### config.mk
export PLATFORM = sky130hd
export DESIGN_NAME = scan_frame_sequencer
export DESIGN_NICKNAME = d
export VERILOG_FILES = /design/src/rtl/scan_frame_sequencer.sv
export SDC_FILE = /design/constraint.sdc
export NUM_CORES = 1
export LEC_CHECK = 0
export ABC_CLOCK_PERIOD_IN_PS = 1700
export BUFFER_PORTS_ARGS = -buffer_cell sky130_fd_sc_hd__buf_2
export CAP_MARGIN = 20
export CORE_MARGIN = 4
export CORE_UTILIZATION = 54
export DETAILED_ROUTE_END_ITERATION = 10
export PLACE_DENSITY_LB_ADDON = 0.15
export SYNTH_ARGS = -nofsm -noshare
export SYNTH_HDL_FRONTEND = slang
export SYNTH_SLANG_ARGS = --single-unit
### constraint.sdc
create_clock -name clk -period 1.7 [get_ports clk]
set_input_delay 0.34 -clock clk [delete_from_list [all_inputs] [get_ports clk]]
set_output_delay 0.34 -clock clk [all_outputs]
set_load 0.01 [all_outputs]
### src/rtl/scan_frame_sequencer.sv
// Scan-frame sequencer: produces scan_en, clk_scan and load_gold_n for the scan-chain core
// from the system clock. Every output is a flop loaded from the next-state logic.
module scan_frame_sequencer #(
    parameter int unsigned SCAN_LEN    = 8,
    parameter int unsigned HALF_PER    = 1,
    parameter int unsigned GOLD_CYCLES = 5
) (
    input  logic                              clk,
    input  logic                              rst,
    input  logic                              start,
    input  logic                              gold_req,
    input  logic                              abort,
    output logic                              scan_en,
    output logic                              clk_scan,
    output logic                              load_gold_n,
    output logic                              busy,
    output logic                              done,
    output logic [$clog2(SCAN_LEN+1)-1:0]     bit_cnt
);

    localparam int unsigned BW = $clog2(SCAN_LEN + 1);
    localparam int unsigned PW = $clog2(HALF_PER + 1);
    localparam int unsigned GW = $clog2(GOLD_CYCLES + 1);

    localparam logic [BW-1:0] BIT_LAST  = BW'(SCAN_LEN);
    localparam logic [PW-1:0] PH_LAST   = PW'(HALF_PER - 1);
    localparam logic [GW-1:0] GOLD_LAST = GW'(GOLD_CYCLES - 1);

    typedef enum logic [2:0] {
        IDLE  = 3'd0,
        GOLD  = 3'd1,
        SETUP = 3'd2,
        SHIFT = 3'd3,
        TAIL  = 3'd4
    } state_t;

    state_t          state_q, state_d;
    logic            scan_en_q, scan_en_d;
    logic            clk_scan_q, clk_scan_d;
    logic            load_gold_n_q, load_gold_n_d;
    logic            busy_q, busy_d;
    logic            done_q, done_d;
    logic [BW-1:0]   bit_cnt_q, bit_cnt_d;
    logic [PW-1:0]   phase_q, phase_d;
    logic [GW-1:0]   gold_cnt_q, gold_cnt_d;

    always_ff @(posedge clk or posedge rst) begin
        if (rst) begin
            state_q       <= IDLE;
            scan_en_q     <= 1'b0;
            clk_scan_q    <= 1'b0;
            load_gold_n_q <= 1'b1;
            busy_q        <= 1'b0;
            done_q        <= 1'b0;
            bit_cnt_q     <= '0;
            phase_q       <= '0;
            gold_cnt_q    <= '0;
        end else begin
            state_q       <= state_d;
            scan_en_q     <= scan_en_d;
            clk_scan_q    <= clk_scan_d;
            load_gold_n_q <= load_gold_n_d;
            busy_q        <= busy_d;
            done_q        <= done_d;
            bit_cnt_q     <= bit_cnt_d;
            phase_q       <= phase_d;
            gold_cnt_q    <= gold_cnt_d;
        end
    end

    always_comb begin
        state_d       = state_q;
        scan_en_d     = scan_en_q;
        clk_scan_d    = clk_scan_q;
        load_gold_n_d = load_gold_n_q;
        done_d        = 1'b0;
        bit_cnt_d     = bit_cnt_q;
        phase_d       = phase_q;
        gold_cnt_d    = gold_cnt_q;

        // Abort overrides every transition; bit_cnt is left showing progress so far.
        if (abort && (state_q != IDLE)) begin
            state_d       = IDLE;
            scan_en_d     = 1'b0;
            clk_scan_d    = 1'b0;
            load_gold_n_d = 1'b1;
        end else begin
            case (state_q)
                IDLE: begin
                    if (gold_req) begin
                        state_d       = GOLD;
                        load_gold_n_d = 1'b0;
                        gold_cnt_d    = '0;
                    end else if (start) begin
                        state_d    = SETUP;
                        scan_en_d  = 1'b1;
                        clk_scan_d = 1'b0;
                        bit_cnt_d  = '0;
                    end
                end
                GOLD: begin
                    if (gold_cnt_q == GOLD_LAST) begin
                        state_d       = IDLE;
                        load_gold_n_d = 1'b1;
                        done_d        = 1'b1;
                    end else begin
                        gold_cnt_d = gold_cnt_q + GW'(1);
                    end
                end
                SETUP: begin
                    state_d    = SHIFT;
                    scan_en_d  = 1'b1;
                    clk_scan_d = 1'b0;
                    phase_d    = '0;
                end
                SHIFT: begin
                    // phase_q counts cycles already spent in the current clk_scan level.
                    if (phase_q == PH_LAST) begin
                        phase_d = '0;
                        if (!clk_scan_q) begin
                            clk_scan_d = 1'b1;
                            bit_cnt_d  = bit_cnt_q + BW'(1);
                        end else begin
                            clk_scan_d = 1'b0;
                            if (bit_cnt_q == BIT_LAST) begin
                                state_d = TAIL;
                            end
                        end
                    end else begin
                        phase_d = phase_q + PW'(1);
                    end
                end
                TAIL: begin
                    state_d   = IDLE;
                    scan_en_d = 1'b0;
                    done_d    = 1'b1;
                end
                default: begin
                    state_d       = IDLE;
                    scan_en_d     = 1'b0;
                    clk_scan_d    = 1'b0;
                    load_gold_n_d = 1'b1;
                end
            endcase
        end

        busy_d = (state_d != IDLE);
    end

    assign scan_en     = scan_en_q;
    assign clk_scan    = clk_scan_q;
    assign load_gold_n = load_gold_n_q;
    assign busy        = busy_q;
    assign done        = done_q;
    assign bit_cnt     = bit_cnt_q;

endmodule

* After elaboration in Yosys (flattened, before gate mapping) *
Cells that the tools add are included.

word-level totals
  bits in registers = 16
  output and inout port bits = 9
  logic and storage cells = 84

cells by class
  $add $sub $neg = 3
  equal/unequal tests = 20
  multiplexer cells = 35
  bitwise logic cells = 1
  reduce and logical (&&, ||, !) cells = 16

operators by type and width
  operator             count
  $mux 3               9
  $mux 4               4
  $ne 3x3->1 const B   5
  $mux 1               14
  $ne 2x2->1 const B   6
  $pmux 3 s4           1
  $pmux 1 s3           3
  $pmux 4 s2           1
  $reduce_and 4->1     2
  $eq 3x2->1 const B   2
  $eq 3x3->1 const B   2
  $ne 2x1->1 const B   3
  $pmux 3 s2           1
  $reduce_and 3->1     2
  $reduce_and 6->1     1
  $reduce_bool 2->1    3
  $reduce_bool 3->1    2
  $add 4x1->4 const B  1
  $eq 4x4->1 const B   1
  $pmux 1 s2           2
  $reduce_or 2->1      2
  $add 3x1->3 const B  1
  $eq 3x1->1 const B   1
  $logic_not 3->1      1
  5 further kinds      5

* Logic depth before layout (Yosys ltp) *
Gate-level depths: netlist of run 1.

  depth in word-level cells = 7
  mapped depth = 6
  gate-level depth less buffers = 6

* Least setup slack after synthesis of run 1 *
No wires, ideal clock.

  path type = register to register
  start point = register gold_cnt_q[0]
  end point = register gold_cnt_q[2]
  library setup time = 0.078 ns
  arrival = 1.364 ns
  setup slack = 0.258 ns
  cell stages (with the launch flop) = 7
  buffers on the path = 0
  period minus slack after synthesis = 1.442 ns
  cell sequence = dfrtp_1 inv_1 ha_1 a21oi_4 mux2i_2 or3_1 a21boi_1

between the ends
  cells in the longest elaborated chain, start to end = 3

ends and longest elaborated chain
  item                                                   RTL line  source
  start: declaration                                     45        logic [GW-1:0] gold_cnt_q, gold_cnt_d;
  start signal: assignment                               67        gold_cnt_q <= gold_cnt_d;
  $add 3x1->3 / $eq 3x3->1 (equally long branches)       107, 102
  $mux 3 / $ne 2x2->1 (equally long branches)            -
  $pmux 3 s2 / $reduce_and 4->1 (equally long branches)  -

Several ways; a longest one is shown, not always the timed one. The select of a mux whose other input is x is not followed.
A chain may end at the register's enable or synchronous reset.

* Worst setup path after layout of run 1 *
Ends and elaborated chain as after synthesis.

==> results.yml, run 1 <==
final_layout:
  utilization_pct: 64.4
  num_antenna_cells: 0
  fillers: 128
  layout.cells.non_filler: 124
  drive_above_1_share_pct: 24.1
  area_growth_pct: 12.2
  fin_nets: 118
die:
  start_util_pct: 57.4
  dieArea_mm2: 0.00233
  row_count: 14
  die_w_um: 48.2
  core_area_mm2: 0.00152
  io_pins: 14
  die_y_um: 48.2
place:
  place_hpwl_mm: 1.35
  place_ws_ps: 161
  dp.cells: 120
  gp_congestion: 0.879
  port_buffers: 13
worst_hold_path:
  hold_path.class: "in2async"
pwr:
  peakVddDrop_mv: 0.837
  power.density_mw_per_mm2: 1490
  p_leak_nw: 0.457
setup_path:
  cp_max_fo: 5
  r2r_slack_ps: 150
  reg2reg_depth: 6
  crit_start: "gold_cnt_q[0]"
  critPathArrivalTime_ps: 1770
  critPathCaptureType: "flip-flop"
  path_class: "reg2reg"
  timing.rr.start: "gold_cnt_q[0]"
  cp-endpoint: "gold_cnt_q[2]"
  cp_data_required_time_ps: 1920
  critPathLaunchType: "flip-flop"
  regToRegEndpoint: "gold_cnt_q[2]"
cts:
  htree_levels: 1
  numCtsBuffers: 3
  clockRootBuffer: "clkbuf_4"
  clk_pin_slew_ps: 90
  clock_sinks: 15
  ctsResizeCount: 0
  cts_hold_buf: 0
  clk_latency_ps: 290
  postCtsSetupRepairBufs: 0
  clockBufferDepth: 2
  cts_tree: "built"
drt:
  remaining_drc_errors: 0
  ant_nets: 0
  dr.pass1.iters: 4
  routed_wl_mm: 1.83
  drt-initial-drc-count: 26
  avgViaCountPerCell: 5.96
  vias: 739
  wl_per_cell_um: 14.8
sta:
  maxSlewHeadroom_pct: 62.1
  maxSlewViolCount: 0
  period_minus_slack_ps: 1550
  setup_tns_ps: 0
  fin_ws_ps: 149
  setup_viol: 0
  fin_crit_sh_pct: 91.2
  worstMarginPinSlew_ps: 568
  hold_viol: 0
  timing.fmax_mhz: 645
  rsz0062_at_grt: "false"
  finalClockSkew_ps: 6.11
yosys:
  synth_area_um2: 875
  ys_types: 32
  seq_area_frac_synth_pct: 43.1
  avgSynthCellArea_um2: 9.40
  synth_warnings: 0
  syn_nets: 102
  netlist_instances: 93
  synth_seq_cells: 15
grt:
  antenna_found_initial: 0
  grt_pass1_wl_mm: 2.98
  overflow: 0
  grt_max_degree: 16
  grt.total_usage_pct: 19.1
  grt_pass1_vias: 716
status:
  status: "finished, final reports clean"
flow_run:
  max_cap_viol_count: 0
-- layout by cell type, fill, tap and decap left out, types with 2 or more instances in the layout --
master,Yosys,layout
o21ai_1,9,9
dfrtp_1,14,14
a31oi_1,3,3
buf_4,0,2
nor2_1,7,7
o21ai_0,6,6
nor3_1,2,2
nand4_1,3,3
ha_1,4,4
clkbuf_4,0,3
buf_2,4,13
nand2_1,6,6
nand2b_1,2,2
nand3_1,3,3
inv_1,9,9
mux2_2,2,2
a22o_1,2,2
-- state kept, by name, summed over array words and instances (netlist names) --
| name | flops |
|---|---|
| bit_cnt | 4 |
| gold_cnt_q | 3 |
| state_q | 3 |
| done | 1 |
| load_gold_n | 1 |
| busy | 1 |
| clk_scan | 1 |
| scan_en | 1 |
-- cells in the mapped netlist --
cell type / n / share of area (%)
dfrtp_1: 14 / 40
inv_1: 9 / 3.9
o21ai_1: 9 / 5.1
nor2_1: 7 / 3.0
nand2_1: 6 / 2.6
o21ai_0: 6 / 3.4
buf_2: 4 / 2.3
ha_1: 4 / 5.7
a31oi_1: 3 / 2.1
nand3_1: 3 / 1.7
nand4_1: 3 / 2.1
a22o_1: 2 / 2.0
mux2_2: 2 / 2.6
nand2b_1: 2 / 1.4
nor3_1: 2 / 1.1
a21boi_1: 1 / 0.86
a21oi_1: 1 / 0.57
a21oi_4: 1 / 1.9
a221oi_1: 1 / 1.0
a32oi_1: 1 / 1.0
and2_4: 1 / 1.0
and4bb_1: 1 / 1.4
dfstp_2: 1 / 3.0
mux2i_1: 1 / 1.1
mux2i_2: 1 / 1.6
nand4b_1: 1 / 1.0
nor4_1: 1 / 0.72
nor4b_2: 1 / 1.7
o211ai_1: 1 / 0.86
o21ai_2: 1 / 1.0
o221a_1: 1 / 1.3
or3_1: 1 / 0.72
-- worst min path at each step --
stage | end | slack [ps]
after floorplan | bit_cnt[0] | 240
after global placement | gold_cnt_q[2] | 430
after detailed placement | gold_cnt_q[2] | 430
after CTS | gold_cnt_q[2] | 120
after global routing | gold_cnt_q[0] | 130
final | state_q[0] | 90
-- cell type report --
class	instances	area, µm²	area share (%)
Inverter	9	33.8	3.44
Sequential cell	15	377	38.4
Timing Repair Buffer	15	80.1	8.16
Multi-Input combinational cell	65	444	45.3
Tap cell	16	20.0	2.04
Clock buffer	4	26.3	2.68
-- power breakdown --
part	total [W]	switching, W	internal [W]
registers	0.000608	0.000132	0.000475
clock network	0.000203	0.000112	0.0000912
logic	0.000649	0.000354	0.000295
-- logic make-up after synthesis --
kind of cell	after synthesis	synth area share (%)
AND/OR/NAND/NOR	29	18.6
flip-flops	15	43.1
AO/OA/AOI/OAI	28	21.2
adder cells (fa/ha/maj)	4	5.72
buffers and inverters	13	6.15
multiplexers	4	5.29
-- routing by layer --
metal | GRT usage, % | vias to the layer above | wire length, µm
met4 | 8.60 | 0 | 42
li1 | - | 362 | -
met5 | 0 | - | 0
met3 | 5.54 | 5 | 86
met1 | 24.1 | 352 | 775
met2 | 30.2 | 20 | 926
-- stage by stage --
stage | hold WS, ps | cell area [µm²] | power [W]
6_report | 92.3 | 981 | 0.00146
5_1_grt | 133 | 981 | 0.00160
4_1_cts | 115 | 981 | 0.00147
3_5_place_dp | 430 | 955 | 0.00126
3_3_place_gp | 425 | 955 | 0.00124
2_1_floorplan | 241 | 875 | 0.00107
-- critical path, cell delays in order, from the launching register on --
cell	delay, ps
dfrtp_1	380
inv_1	80
ha_1	240
a21oi_4	190
mux2i_2	110
or3_1	350
a21boi_1	140
No activity file was read; power rests on OpenSTA's default activity.
==> inputs of run 2 (changes only) <==
==> constraint.sdc (replaced) <==
create_clock -name clk -period 1.7 [get_ports clk]
set_input_delay 0.425 -clock clk [delete_from_list [all_inputs] [get_ports clk]]
set_output_delay 0.425 -clock clk [all_outputs]
set_load 0.01 [all_outputs]
==> run 2 against run 1 <==
Sequential power barely moved. Clock skew fell by 1.5 ps. Wire length fell by 0.71%. Sequential share of layout area did not move. Design area did not move. Worst hold slack improved by 100 ps. Register-to-register slack barely moved. Critical path type unchanged. Largest cell class unchanged.
==> results.yml, run 2 (synthesis gave the netlist of run 1 again) <==
place:
  place_hpwl_mm: 1.31
  port_buffers: 13
  dpl-instance-area_um2: 955
  gp_congestion: 0.869
die:
  io_pins: 14
  die_y_um: 48.2
  start_util_pct: 57.4
  dieArea_mm2: 0.00233
  core_area_mm2: 0.00152
  row_count: 14
  die_w_um: 48.2
drt:
  wl_per_cell_um: 14.7
  routed_wl_mm: 1.82
  avgViaCountPerCell: 5.93
  dr.pass1.iters: 4
  ant_nets: 0
  drt-initial-drc-count: 7
  remaining_drc_errors: 0
  vias: 735
sta:
  worstMarginPinSlew_ps: 593
  rsz0062_at_grt: "false"
  timing.fmax_mhz: 645
  fin_crit_sh_pct: 91.2
  period_minus_slack_ps: 1550
  finalClockSkew_ps: 4.65
  maxSlewHeadroom_pct: 60.4
  setup_viol: 0
  hold_viol: 0
  setup_tns_ps: 0
  maxSlewViolCount: 0
final_layout:
  fin_nets: 118
  layout_common_cells: "14 x dfrtp_1, 13 x buf_2, 9 x inv_1, 9 x o21ai_1, 7 x nor2_1"
  largest_reg_flops: 4
  final_common_cell: "dfrtp_1"
  num_antenna_cells: 0
  final_cell_area_um2: 981
  area_growth_pct: 12.2
  drive_above_1_share_pct: 24.1
pwr:
  p_leak_nw: 0.457
  peakVddDrop_mv: 0.813
  power.density_mw_per_mm2: 1480
cts:
  clockBufferDepth: 2
  cts_hold_buf: 0
  htree_levels: 1
  clock_sinks: 15
  clk_latency_ps: 280
  ctsResizeCount: 0
  numCtsBuffers: 3
  clockRootBuffer: "clkbuf_4"
  postCtsSetupRepairBufs: 0
  clk_pin_slew_ps: 90
  cts_tree: "built"
grt:
  grt_max_degree: 16
  antenna_found_initial: 0
  overflow: 0
  grt_pass1_vias: 669
  grt.total_usage_pct: 18.6
  grt_pass1_wl_mm: 2.95
setup_path:
  crit_chain: "inv_1 > ha_1 > a21oi_4 > mux2i_2 > or3_1 > a21boi_1"
  crit_family: "flip-flops"
  path_class: "reg2reg"
  cp_data_required_time_ps: 1910
  max_stage_delay_ps: 380
  critPathArrivalTime_ps: 1760
  critPathBufInv: 1
  cpMaxStageDelayCell: "dfrtp_1"
  cp_max_fo: 5
  critPathCaptureType: "flip-flop"
  critPathLaunchType: "flip-flop"
status:
  status: "finished, final reports clean"
flow_run:
  max_cap_viol_count: 0
worst_hold_path:
  hold_path.class: "in2async"
-- run 2: stage by stage --
stage	instances	power, W	util [%]	setup WS (ps)	hold WS [ps]
5_1_grt	124	0.00158	64.4	31.4	227
3_5_place_dp	120	0.00126	62.6	166	497
2_1_floorplan	93	0.00107	-	258	326
3_3_place_gp	120	0.00124	62.6	225	496
6_report	124	0.00145	64.4	149	196
4_1_cts	124	0.00146	64.4	149	203
-- run 2: path summary, 6_finish.rpt --
| path | from | end | slack, ps | cells after the start |
|---|---|---|---|---|
| max in group asynchronous | rst | bit_cnt[1] | 1120 | 2 |
| max | gold_cnt_q[0] | gold_cnt_q[2] | 150 | 6 |
| min reg2reg | bit_cnt[3] | bit_cnt[3] | 510 | 1 |
| min | rst | busy | 200 | 2 |
| max reg2reg | gold_cnt_q[0] | gold_cnt_q[2] | 150 | 6 |
| min in group clk | abort | done | 420 | 2 |
-- run 2: layer usage --
metal  GRT usage, %  wire [µm]  vias to the layer above
met1           26.8        863                      345
met5              0          0                        -
met3           3.32         84                        2
met4           8.06         13                        0
li1               -          -                      369
met2           27.1        854                       19
-- run 2: final cells by class --
| cell class | instances | area, µm² |
|---|---|---|
| fill | 123 | 543 |
| multi-input combinational | 65 | 444 |
| sequential | 15 | 377 |
| timing repair buffer | 15 | 80.1 |
| inverter | 9 | 33.8 |
| clock buffer | 4 | 26.3 |
| tap | 16 | 20.0 |
-- run 2: power breakdown --
| group | switching (W) | internal [W] |
|---|---|---|
| clock network | 0.000108 | 0.0000910 |
| registers | 0.000134 | 0.000475 |
| logic | 0.000351 | 0.000295 |
==> inputs of run 3 (changes only) <==
--- a/config.mk
+++ b/config.mk
@@ -8,8 +8,10 @@
 export ABC_CLOCK_PERIOD_IN_PS = 1700
 export BUFFER_PORTS_ARGS = -buffer_cell sky130_fd_sc_hd__buf_2
 export CAP_MARGIN = 20
+export CELL_PAD_IN_SITES_DETAIL_PLACEMENT = 0
+export CELL_PAD_IN_SITES_GLOBAL_PLACEMENT = 1
 export CORE_MARGIN = 4
-export CORE_UTILIZATION = 54
+export CORE_UTILIZATION = 41
 export DETAILED_ROUTE_END_ITERATION = 10
 export PLACE_DENSITY_LB_ADDON = 0.15
 export SYNTH_ARGS = -nofsm -noshare
==> run 3 against run 2 <==
Highest routed layer unchanged. Global-route usage is 2.9 points lower. Sequential share of layout area is 1.1 points lower. Clock skew is 3.3 ps lower.
==> results.yml, run 3 (synthesis gave the netlist of run 1 again) <==
status:
  status: "finished, final reports clean"
cts:
  postCtsSetupRepairBufs: 0
  clockBufferDepth: 2
  numCtsBuffers: 3
  cts_tree: "built"
  cts_hold_buf: 0
  clk_pin_slew_ps: 90
  ctsResizeCount: 0
  clk_latency_ps: 280
  htree_levels: 1
  clockRootBuffer: "clkbuf_4"
  clock_sinks: 15
final_layout:
  area_growth_pct: 15.5
  largest_reg_flops: 4
  drive_above_1_share_pct: 25.5
  num_antenna_cells: 0
  fin_nets: 120
  layout_common_cells: "14 x dfrtp_1, 13 x buf_2, 9 x inv_1, 9 x o21ai_1, 7 x nor2_1"
  layout.cells.non_filler: 137
  final_common_cell: "dfrtp_1"
die:
  start_util_pct: 43.7
  die_w_um: 54.2
  row_count: 16
  dieArea_mm2: 0.00294
  io_pins: 14
  core_area_mm2: 0.00200
  die_y_um: 54.2
grt:
  overflow: 0
  grt_pass1_vias: 730
  antenna_found_initial: 0
  grt.total_usage_pct: 15.7
  grt_use_met2_pct: 24.9
  use_met1_pct: 21.8
  grt_busiest_layer: "met2"
  grt_pass1_wl_mm: 3.33
  grt_max_degree: 16
  use_met3_pct: 2.49
setup_path:
  cp_max_fo: 5
  cpMaxStageDelayCell: "or3_1"
  cp_data_required_time_ps: 1910
  crit_family: "simple AND/OR/NAND/NOR gates"
  critPathBufInv: 1
  path_class: "reg2reg"
  max_stage_delay_ps: 360
  crit_chain: "inv_1 > ha_1 > a21oi_4 > mux2i_2 > or3_1 > a21boi_1"
  critPathLaunchType: "flip-flop"
  critPathCaptureType: "flip-flop"
  critPathArrivalTime_ps: 1730
flow_run:
  max_cap_viol_count: 0
sta:
  rsz0062_at_grt: "false"
  hold_viol: 0
  worstMarginPinSlew_ps: 592
  fin_crit_sh_pct: 89.2
  fin_ws_ps: 184
  setup_viol: 0
  maxSlewViolCount: 0
  timing.fmax_mhz: 660
  maxSlewHeadroom_pct: 60.5
  period_minus_slack_ps: 1520
  setup_tns_ps: 0
  holdWs_ps: 190
  finalClockSkew_ps: 1.38
drt:
  dr.pass1.iters: 4
  remaining_drc_errors: 0
  wl_per_cell_um: 14.6
  vias: 757
  avgViaCountPerCell: 5.53
  routed_wl_mm: 2.00
  ant_nets: 0
  drt-initial-drc-count: 10
worst_hold_path:
  hold_path.class: "in2async"
pwr:
  power.density_mw_per_mm2: 1460
  p_leak_nw: 0.467
  peakVddDrop_mv: 0.606
  power_w: 0.00147
place:
  gp_congestion: 0.736
  place_ws_ps: 166
  port_buffers: 13
  dp.cells: 132
  place_hpwl_mm: 1.44
[run 3: cell count changes in the layout (fill, tap and decap cells not counted)]
cell,before,now
buf_4,2,4
[run 3: area by class of cell]
class / count / area (µm²)
clock buffers: 4 / 26.3
well taps: 27 / 33.8
multi-input cells: 65 / 444
flip-flops and latches: 15 / 377
inverters: 9 / 33.8
fillers: 203 / 992
repair buffers: 17 / 95.1
[run 3: final timing paths]
path	start	end	slack [ps]	cells past startpoint
max	gold_cnt_q[0]	gold_cnt_q[2]	180	6
min	rst	bit_cnt[1]	190	2
max reg2reg	gold_cnt_q[0]	gold_cnt_q[2]	180	6
min reg2reg	bit_cnt[3]	bit_cnt[3]	510	1
max in group asynchronous	rst	scan_en	1120	2
min in group clk	abort	done	420	2
[run 3: metrics by stage]
| stage | utilization (%) | area [µm²] |
|---|---|---|
| 2_1_floorplan | - | 875 |
| 3_3_place_gp | 48.8 | 976 |
| 3_5_place_dp | 48.8 | 976 |
| 4_1_cts | 50.1 | 1000 |
| 5_1_grt | 50.4 | 1010 |
| 6_report | 50.4 | 1010 |
[run 3: worst register-to-register path, delay by kind of cell, from the launching register on]
family          cells  cell delay, ps
flops               1             350
simple gates        1             360
mux                 1             110
fa+ha+maj           1             240
buf+inv             1              70
compound gates      2             330
[run 3: power by group]
group | total [W] | switching [W] | internal, W
sequential | 0.000622 | 0.000148 | 0.000474
clock | 0.000208 | 0.000117 | 0.0000909
combinational | 0.000643 | 0.000337 | 0.000305
total | 0.00147 | 0.000603 | 0.000871
[run 3: metal layers]
metal  vias up  routed length (µm)
met2        10                 934
met4         0                  10
met3         2                  64
met1       376                 986
met5         -                   0
li1        369                   -
